**src/rtl/chunk_scheduler_if.sv**
```systemverilog
// rtl/chunk_scheduler_if.sv - bank write/read handshake bundle between the chunk scheduler and its neighbours
interface chunk_scheduler_if #(
    parameter int WR_CYC_NUM = 4,
    parameter int SM_NUM     = 8
);
    localparam int WC_W = $clog2(WR_CYC_NUM);
    localparam int SM_W = (SM_NUM > 1) ? $clog2(SM_NUM) : 1;

    logic            in_valid_i;
    logic            in_ready_o;
    logic            ifm_wr_valid_o;
    logic            filter_wr_valid_o;
    logic [WC_W-1:0] wr_count_o;
    logic            wr_sel_o;
    logic            rd_sel_o;
    logic            chunk_start_o;
    logic [SM_W-1:0] rd_sparsemap_last_o;
    logic            chunk_end_i;

    modport master (
        input  in_valid_i,
        input  chunk_end_i,
        output in_ready_o,
        output ifm_wr_valid_o,
        output filter_wr_valid_o,
        output wr_count_o,
        output wr_sel_o,
        output rd_sel_o,
        output chunk_start_o,
        output rd_sparsemap_last_o
    );

    modport slave (
        output in_valid_i,
        output chunk_end_i,
        input  in_ready_o,
        input  ifm_wr_valid_o,
        input  filter_wr_valid_o,
        input  wr_count_o,
        input  wr_sel_o,
        input  rd_sel_o,
        input  chunk_start_o,
        input  rd_sparsemap_last_o
    );
endinterface

```
**src/rtl/chunk_scheduler.sv**
```systemverilog
// rtl/chunk_scheduler.sv - ping-pong bank scheduler: fills two banks from upstream beats and hands full banks to the reader
module chunk_scheduler #(
    parameter int WR_CYC_NUM = 4,
    parameter int SM_NUM     = 8,
    parameter int CNT_W      = 16,
    localparam int SM_W      = (SM_NUM > 1) ? $clog2(SM_NUM) : 1
) (
    input  logic             clk_i,
    input  logic             rst_ni,
    input  logic             start_i,
    input  logic             abort_i,
    input  logic [CNT_W-1:0] chunk_total_i,
    input  logic [SM_W-1:0]  sm_last_i,
    output logic             busy_o,
    output logic             done_o,
    output logic [CNT_W-1:0] chunk_idx_o,
    chunk_scheduler_if.master sched_if
);
    localparam int WC_W = $clog2(WR_CYC_NUM);

    localparam logic [2:0] ST_IDLE  = 3'd0;
    localparam logic [2:0] ST_WAIT  = 3'd1;
    localparam logic [2:0] ST_START = 3'd2;
    localparam logic [2:0] ST_RUN   = 3'd3;
    localparam logic [2:0] ST_DONE  = 3'd4;

    logic [2:0]       state_q, state_d;
    logic [1:0]       bank_full_q, bank_full_d;
    logic [WC_W-1:0]  beat_q, beat_d;
    logic [CNT_W-1:0] written_q, written_d;
    logic [CNT_W-1:0] idx_q, idx_d;
    logic [CNT_W-1:0] total_q, total_d;
    logic [SM_W-1:0]  sm_last_q, sm_last_d;
    logic             wr_sel_q, wr_sel_d;
    logic             rd_sel_q, rd_sel_d;

    logic busy;
    logic in_ready;
    logic beat_acc;
    logic fill_set;
    logic release_c;
    logic last_chunk;

    assign busy       = (state_q == ST_WAIT) | (state_q == ST_START) | (state_q == ST_RUN);
    assign in_ready   = busy & ~bank_full_q[wr_sel_q] & (written_q < total_q) & ~abort_i;
    assign beat_acc   = sched_if.in_valid_i & in_ready;
    assign fill_set   = beat_acc & (beat_q == WC_W'(WR_CYC_NUM - 1));
    // chunk_end_i idles high from the input selector, so it only counts while a chunk is handed out
    assign release_c  = ((state_q == ST_START) | (state_q == ST_RUN)) & sched_if.chunk_end_i;
    assign last_chunk = (idx_q == total_q - CNT_W'(1));

    always_comb begin
        state_d     = state_q;
        bank_full_d = bank_full_q;
        beat_d      = beat_q;
        written_d   = written_q;
        idx_d       = idx_q;
        total_d     = total_q;
        sm_last_d   = sm_last_q;
        wr_sel_d    = wr_sel_q;
        rd_sel_d    = rd_sel_q;

        if (beat_acc) begin
            if (fill_set) begin
                beat_d                = '0;
                bank_full_d[wr_sel_q] = 1'b1;
                wr_sel_d              = ~wr_sel_q;
                written_d             = written_q + CNT_W'(1);
            end else begin
                beat_d = beat_q + WC_W'(1);
            end
        end

        // a fill and a release never target the same bank, so both edits apply together
        if (release_c) begin
            bank_full_d[rd_sel_q] = 1'b0;
            rd_sel_d              = ~rd_sel_q;
            idx_d                 = idx_q + CNT_W'(1);
        end

        case (state_q)
            ST_IDLE: begin
                if (start_i) begin
                    total_d     = chunk_total_i;
                    sm_last_d   = sm_last_i;
                    bank_full_d = '0;
                    beat_d      = '0;
                    written_d   = '0;
                    idx_d       = '0;
                    wr_sel_d    = 1'b0;
                    rd_sel_d    = 1'b0;
                    state_d     = (chunk_total_i != '0) ? ST_WAIT : ST_DONE;
                end
            end
            ST_WAIT: begin
                if (bank_full_q[rd_sel_q]) begin
                    state_d = ST_START;
                end
            end
            ST_START: begin
                if (release_c) begin
                    state_d = last_chunk ? ST_DONE : ST_WAIT;
                end else begin
                    state_d = ST_RUN;
                end
            end
            ST_RUN: begin
                if (release_c) begin
                    state_d = last_chunk ? ST_DONE : ST_WAIT;
                end
            end
            ST_DONE: begin
                state_d = ST_IDLE;
            end
            default: begin
                state_d = ST_IDLE;
            end
        endcase

        if (abort_i) begin
            state_d     = ST_IDLE;
            bank_full_d = '0;
            beat_d      = '0;
            written_d   = '0;
            idx_d       = '0;
            wr_sel_d    = 1'b0;
            rd_sel_d    = 1'b0;
        end
    end

    always_ff @(posedge clk_i or negedge rst_ni) begin
        if (!rst_ni) begin
            state_q     <= ST_IDLE;
            bank_full_q <= '0;
            beat_q      <= '0;
            written_q   <= '0;
            idx_q       <= '0;
            total_q     <= '0;
            sm_last_q   <= '0;
            wr_sel_q    <= 1'b0;
            rd_sel_q    <= 1'b0;
        end else begin
            state_q     <= state_d;
            bank_full_q <= bank_full_d;
            beat_q      <= beat_d;
            written_q   <= written_d;
            idx_q       <= idx_d;
            total_q     <= total_d;
            sm_last_q   <= sm_last_d;
            wr_sel_q    <= wr_sel_d;
            rd_sel_q    <= rd_sel_d;
        end
    end

    assert property (@(posedge clk_i) disable iff (!rst_ni)
        !(fill_set && release_c && (wr_sel_q == rd_sel_q)));

    assign busy_o                       = busy;
    assign done_o                       = (state_q == ST_DONE) & ~abort_i;
    assign chunk_idx_o                  = idx_q;
    assign sched_if.in_ready_o          = in_ready;
    assign sched_if.ifm_wr_valid_o      = beat_acc;
    assign sched_if.filter_wr_valid_o   = beat_acc;
    assign sched_if.wr_count_o          = beat_q;
    assign sched_if.wr_sel_o            = wr_sel_q;
    assign sched_if.rd_sel_o            = rd_sel_q;
    assign sched_if.chunk_start_o       = (state_q == ST_START);
    assign sched_if.rd_sparsemap_last_o = sm_last_q;
endmodule

```
**src/flat_wrapper.sv**
```systemverilog
// flat-port wrapper written by rule: the top's interface ports become plain ports
module chunk_scheduler_flat 
#(
    parameter int WR_CYC_NUM = 4,
    parameter int SM_NUM     = 8,
    parameter int CNT_W      = 16,
    localparam int SM_W      = (SM_NUM > 1) ? $clog2(SM_NUM) : 1
)
  (clk_i, rst_ni, start_i, abort_i, chunk_total_i, sm_last_i, busy_o, done_o, chunk_idx_o, sched_if_in_valid_i, sched_if_chunk_end_i, sched_if_in_ready_o, sched_if_ifm_wr_valid_o, sched_if_filter_wr_valid_o, sched_if_wr_count_o, sched_if_wr_sel_o, sched_if_rd_sel_o, sched_if_chunk_start_o, sched_if_rd_sparsemap_last_o);
  chunk_scheduler_if #(.WR_CYC_NUM(WR_CYC_NUM), .SM_NUM(SM_NUM)) sched_if_i ();
  input  logic clk_i;
  input  logic rst_ni;
  input  logic start_i;
  input  logic abort_i;
  input  logic [CNT_W-1:0] chunk_total_i;
  input  logic [SM_W-1:0] sm_last_i;
  output logic busy_o;
  output logic done_o;
  output logic [CNT_W-1:0] chunk_idx_o;
  input wire logic [$bits(sched_if_i.in_valid_i)-1:0] sched_if_in_valid_i;
  input wire logic [$bits(sched_if_i.chunk_end_i)-1:0] sched_if_chunk_end_i;
  output wire logic [$bits(sched_if_i.in_ready_o)-1:0] sched_if_in_ready_o;
  output wire logic [$bits(sched_if_i.ifm_wr_valid_o)-1:0] sched_if_ifm_wr_valid_o;
  output wire logic [$bits(sched_if_i.filter_wr_valid_o)-1:0] sched_if_filter_wr_valid_o;
  output wire logic [$bits(sched_if_i.wr_count_o)-1:0] sched_if_wr_count_o;
  output wire logic [$bits(sched_if_i.wr_sel_o)-1:0] sched_if_wr_sel_o;
  output wire logic [$bits(sched_if_i.rd_sel_o)-1:0] sched_if_rd_sel_o;
  output wire logic [$bits(sched_if_i.chunk_start_o)-1:0] sched_if_chunk_start_o;
  output wire logic [$bits(sched_if_i.rd_sparsemap_last_o)-1:0] sched_if_rd_sparsemap_last_o;
  assign sched_if_i.in_valid_i = sched_if_in_valid_i;
  assign sched_if_i.chunk_end_i = sched_if_chunk_end_i;
  assign sched_if_in_ready_o = sched_if_i.in_ready_o;
  assign sched_if_ifm_wr_valid_o = sched_if_i.ifm_wr_valid_o;
  assign sched_if_filter_wr_valid_o = sched_if_i.filter_wr_valid_o;
  assign sched_if_wr_count_o = sched_if_i.wr_count_o;
  assign sched_if_wr_sel_o = sched_if_i.wr_sel_o;
  assign sched_if_rd_sel_o = sched_if_i.rd_sel_o;
  assign sched_if_chunk_start_o = sched_if_i.chunk_start_o;
  assign sched_if_rd_sparsemap_last_o = sched_if_i.rd_sparsemap_last_o;
  chunk_scheduler #(.WR_CYC_NUM(WR_CYC_NUM), .SM_NUM(SM_NUM), .CNT_W(CNT_W)) u_core (.clk_i(clk_i), .rst_ni(rst_ni), .start_i(start_i), .abort_i(abort_i), .chunk_total_i(chunk_total_i), .sm_last_i(sm_last_i), .busy_o(busy_o), .done_o(done_o), .chunk_idx_o(chunk_idx_o), .sched_if(sched_if_i));
endmodule
```
**config.mk**
```make
export PLATFORM = sky130hd
export DESIGN_NAME = chunk_scheduler_flat
export DESIGN_NICKNAME = d
export VERILOG_FILES = /design/src/rtl/chunk_scheduler_if.sv /design/src/rtl/chunk_scheduler.sv /design/src/flat_wrapper.sv
export SDC_FILE = /design/constraint.sdc
export NUM_CORES = 1
export LEC_CHECK = 0
export CAP_MARGIN = 20
export CORE_ASPECT_RATIO = 1.5
export CORE_MARGIN = 3
export CORE_UTILIZATION = 45
export CTS_CLUSTER_SIZE = 25
export DETAILED_ROUTE_END_ITERATION = 12
export DONT_BUFFER_PORTS = 1
export SLEW_MARGIN = 25
export SYNTH_ARGS = -nofsm -noshare
export SYNTH_HDL_FRONTEND = slang
export SYNTH_SLANG_ARGS = --single-unit
export TNS_END_PERCENT = 1
```
**constraint.sdc**
```tcl
create_clock -name clk_i -period 3.3 [get_ports clk_i]
set_clock_uncertainty 0.05 [all_clocks]
set_input_delay 0.165 -clock clk_i [delete_from_list [all_inputs] [get_ports clk_i]]
set_output_delay 0.165 -clock clk_i [all_outputs]
set_load 0.05 [all_outputs]
```
==> flow_metrics.tcl <==
set metrics [dict create \
    track_usage_pct 23.4 \
    fin_crit_sh_pct 86.1 \
    finalHoldViolCount 0 \
    switchingPower_mw 1.00 \
    first_pass_iters 4 \
    regArea_um2 1500 \
    drv_cap 0 \
    cts_tree "yes" \
    fmax_mhz 352 \
    cp_top_family "compound AO/OA/AOI/OAI gates" \
    cp_max_fo 12 \
    syn_area_um2 3700 \
    final_cell_mix "dfrtp_1, nand2_1, nor2_1" \
    hold_buffers 23 \
    num_antenna_cells 0 \
    dr.first_iter.drc_count 197 \
    swShare_pct 35.8 \
    antenna_found_initial 0 \
    hold_end "u_core.state_q[0]" \
    placed_area_um2 3850 \
    critPathMaxStageDelay_ns 0.54 \
    multi_input_area_um2 2070 \
    p_per_area_nw_per_um2 632 \
    cp_cell_sequence "inv_1 > ha_1 > a21oi_1 > o21ai_0 > a211o_1 > or2_1 > or4_1 > a21oi_1" \
    fp.dieW_um 80.0 \
    grt_max_degree 61 \
    clock_sinks 60 \
    yosysUniqueCellTypes 44 \
    fill_cells 712 \
    coreArea_um2 7810 \
    htreeDepth 3 \
    num_vias 3135 \
    initial_core_util_pct 47.4 \
    gp_congestion 0.968 \
    cts_setup_buffers 0 \
    setup_viol 0 \
    antenna_left 0 \
    clk_pin_slew_ns 0.05 \
    ctsResizeCount 0 \
    io_buffers 0 \
    design.die.area_um2 9370 \
    synth_area_per_cell_um2 8.83 \
    slew_viol_final 0 \
    seq_area_frac_synth_pct 40.6 \
    syn_inst 419 \
    critPathArrivalTime_ns 3.04 \
    async_flop_share_pct 100 \
    p_int_mw 1.79 \
    final.min_clock_period_ns 2.84 \
    clockRootBuffer "clkbuf_16" \
    leakagePower_nw 1.86 \
    synth_enable_flop_cells 0 \
    rows 39 \
    r2r_cells 8 \
    clockBufferDepth 2 \
    hold_path.startpoint "abort_i" \
    syn_to_final_growth_pct 19.4 \
    routed_via_density 5.68 \
    holdWs_ns 0.0188 \
    r2r-end "u_core.written_q[11]" \
    nets 489 \
    die_h_um 117 \
    clkPwrFrac_pct 35.7 \
    wl_per_cell_um 18.3 \
    finalSetupTns_ns 0 \
    rr_startpoint "u_core.total_q[1]" \
    final_layout_size_suffix_gt1_share_pct 9.56 \
    fin_area_um2 4420 \
    cts_buffers 9 \
    ys_warn_count 0 \
    grt_first_pass_wirelength_mm 16.3 \
    path_buf_inv 1 \
    ff2ff_setup_slack_ns 0.46 \
    seqPwrFrac_pct 36.8 \
    grt_pass1_vias 3127 \
    outcome "complete, no violations" \
    max_slew_margin_pct 38.4 \
    overflow 0 \
    rsz0062_at_grt "false" \
    critPathKind "reg2reg" \
    syn_nets 463 \
    clk_latency_ns 0.33 \
    worst_slew_pin_slew_ns 0.922 \
    synth_seq_cells 60 \
    cp.required_ns 3.50 \
    ys.flop_type "dfrtp_1" \
    io_pins 54 \
    wl_mm 10.1 \
    p_total_mw 2.79 \
    end_kind "flop" \
    hpwl_mm 7.15 \
    drc 0 \
    cp_slowest_cell "or4_1" \
    pwr-share-comb_pct 27.5 \
    hold_depth 3 \
    ir_drop_mv 0.332 \
    start_kind "flop" \
    hp-class "in2reg" \
    final_common_cell "dfrtp_1" \
    cpMostUsedCell "a21oi_1" \
]
-- power by group through the flow --
stage               Clock (mW)  Sequential (mW)  Combinational [mW]
floorplan                    0            0.994               0.580
global placement             0             1.03               0.714
detailed placement           0             1.04               0.719
CTS                       1.02             1.02               0.768
global route              1.05             1.04               0.863
finish                   0.997             1.03               0.769
-- worst reg2reg max path, cell delays in order (launching register included) --
cell and delay (ns):
dfrtp_1 0.40, inv_1 0.12, ha_1 0.31, a21oi_1 0.19
o21ai_0 0.19, a211o_1 0.48, or2_1 0.32, or4_1 0.54
a21oi_1 0.17
-- cells in the mapped netlist (2+ instances only) --
cell        n  area share, %
a211o_1     2           0.47
a211oi_1    4           0.81
a21oi_1    22            3.0
and2_1      2           0.34
and3_1      6            1.0
and4_1      4           0.95
clkbuf_1   16            1.6
dfrtp_1    60             41
ha_1       19            6.4
inv_1      18            1.8
mux2_2      4            1.2
mux2i_1     5            1.4
nand2_1    53            5.4
nand2b_1    4           0.68
nand3_1    11            1.5
nand3b_1    3           0.61
nand4_1     9            1.5
nor2_1     47            4.8
nor2b_1     2           0.34
nor3_1      8            1.1
nor4_1     14            2.4
nor4_2      2           0.68
nor4b_1     5            1.2
o2111ai_1   3           0.71
o211ai_1    2           0.41
o21ai_0    27            3.7
o22ai_1     2           0.34
or3_1       5           0.85
or4_1       2           0.41
xnor2_1    29            6.9
xor2_1     16            3.8
-- logic make-up (layout without fill, tap and decap cells) --
kind of cell,after synthesis,in the layout,share of synthesized area [%]
AOI/OAI and AO/OA,68,68,10.8
xor gates and xnor gates,45,45,10.7
adders and majority gates,19,19,6.43
buffers and inverters,36,67,3.79
DFF,60,60,40.6
muxes,9,9,2.57
and+or+nand+nor,182,182,25.2
-- state kept, by name, indices dropped and copies added, names as in the netlist --
register / count
u_core.bank_full_q: 2
u_core.chunk_idx_o: 16
u_core.sched_if.rd_sel_o: 1
u_core.sched_if.rd_sparsemap_last_o: 3
u_core.sched_if.wr_count_o: 2
u_core.sched_if.wr_sel_o: 1
u_core.state_q: 3
u_core.total_q: 16
u_core.written_q: 16
-- metal layers --
layer	global-route usage (%)	vias up	wire length, um
met5	0	-	0
met4	11.6	0	292
met3	6.58	24	533
met2	40.4	77	5300
met1	26.2	1513	3970
li1	-	1521	-
-- worst max-delay path by stage --
stage / to / start / cells after the start
floorplan: sched_if_in_ready_o / u_core.total_q[5] / 9
global placement: u_core.state_q[2] / u_core.total_q[0] / 9
detailed placement: u_core.state_q[2] / u_core.total_q[0] / 9
CTS: u_core.state_q[2] / u_core.total_q[0] / 9
global route: u_core.written_q[11] / u_core.total_q[13] / 8
finish: u_core.written_q[11] / u_core.total_q[1] / 8
-- metrics by stage --
stage / instances / utilization [%] / setup slack, ns
after CTS: 552 / 56.6 / 0.478
after global placement: 513 / 49.3 / 0.486
after global routing: 552 / 56.6 / 0.313
after detailed placement: 513 / 49.3 / 0.494
after floorplan: 419 / - / 0.328
final: 552 / 56.6 / 0.457
-- area by class of cell --
cell class                      count  share of cell area (%)
Clock inverter                      3                   0.963
Timing Repair Buffer               33                    7.31
Inverter                           18                    1.53
Sequential cell                    60                    34.0
Clock buffer                       13                    6.35
Tap cell                          102                    2.89
Multi-Input combinational cell    323                    47.0
Power figures use the tool's default switching activity.
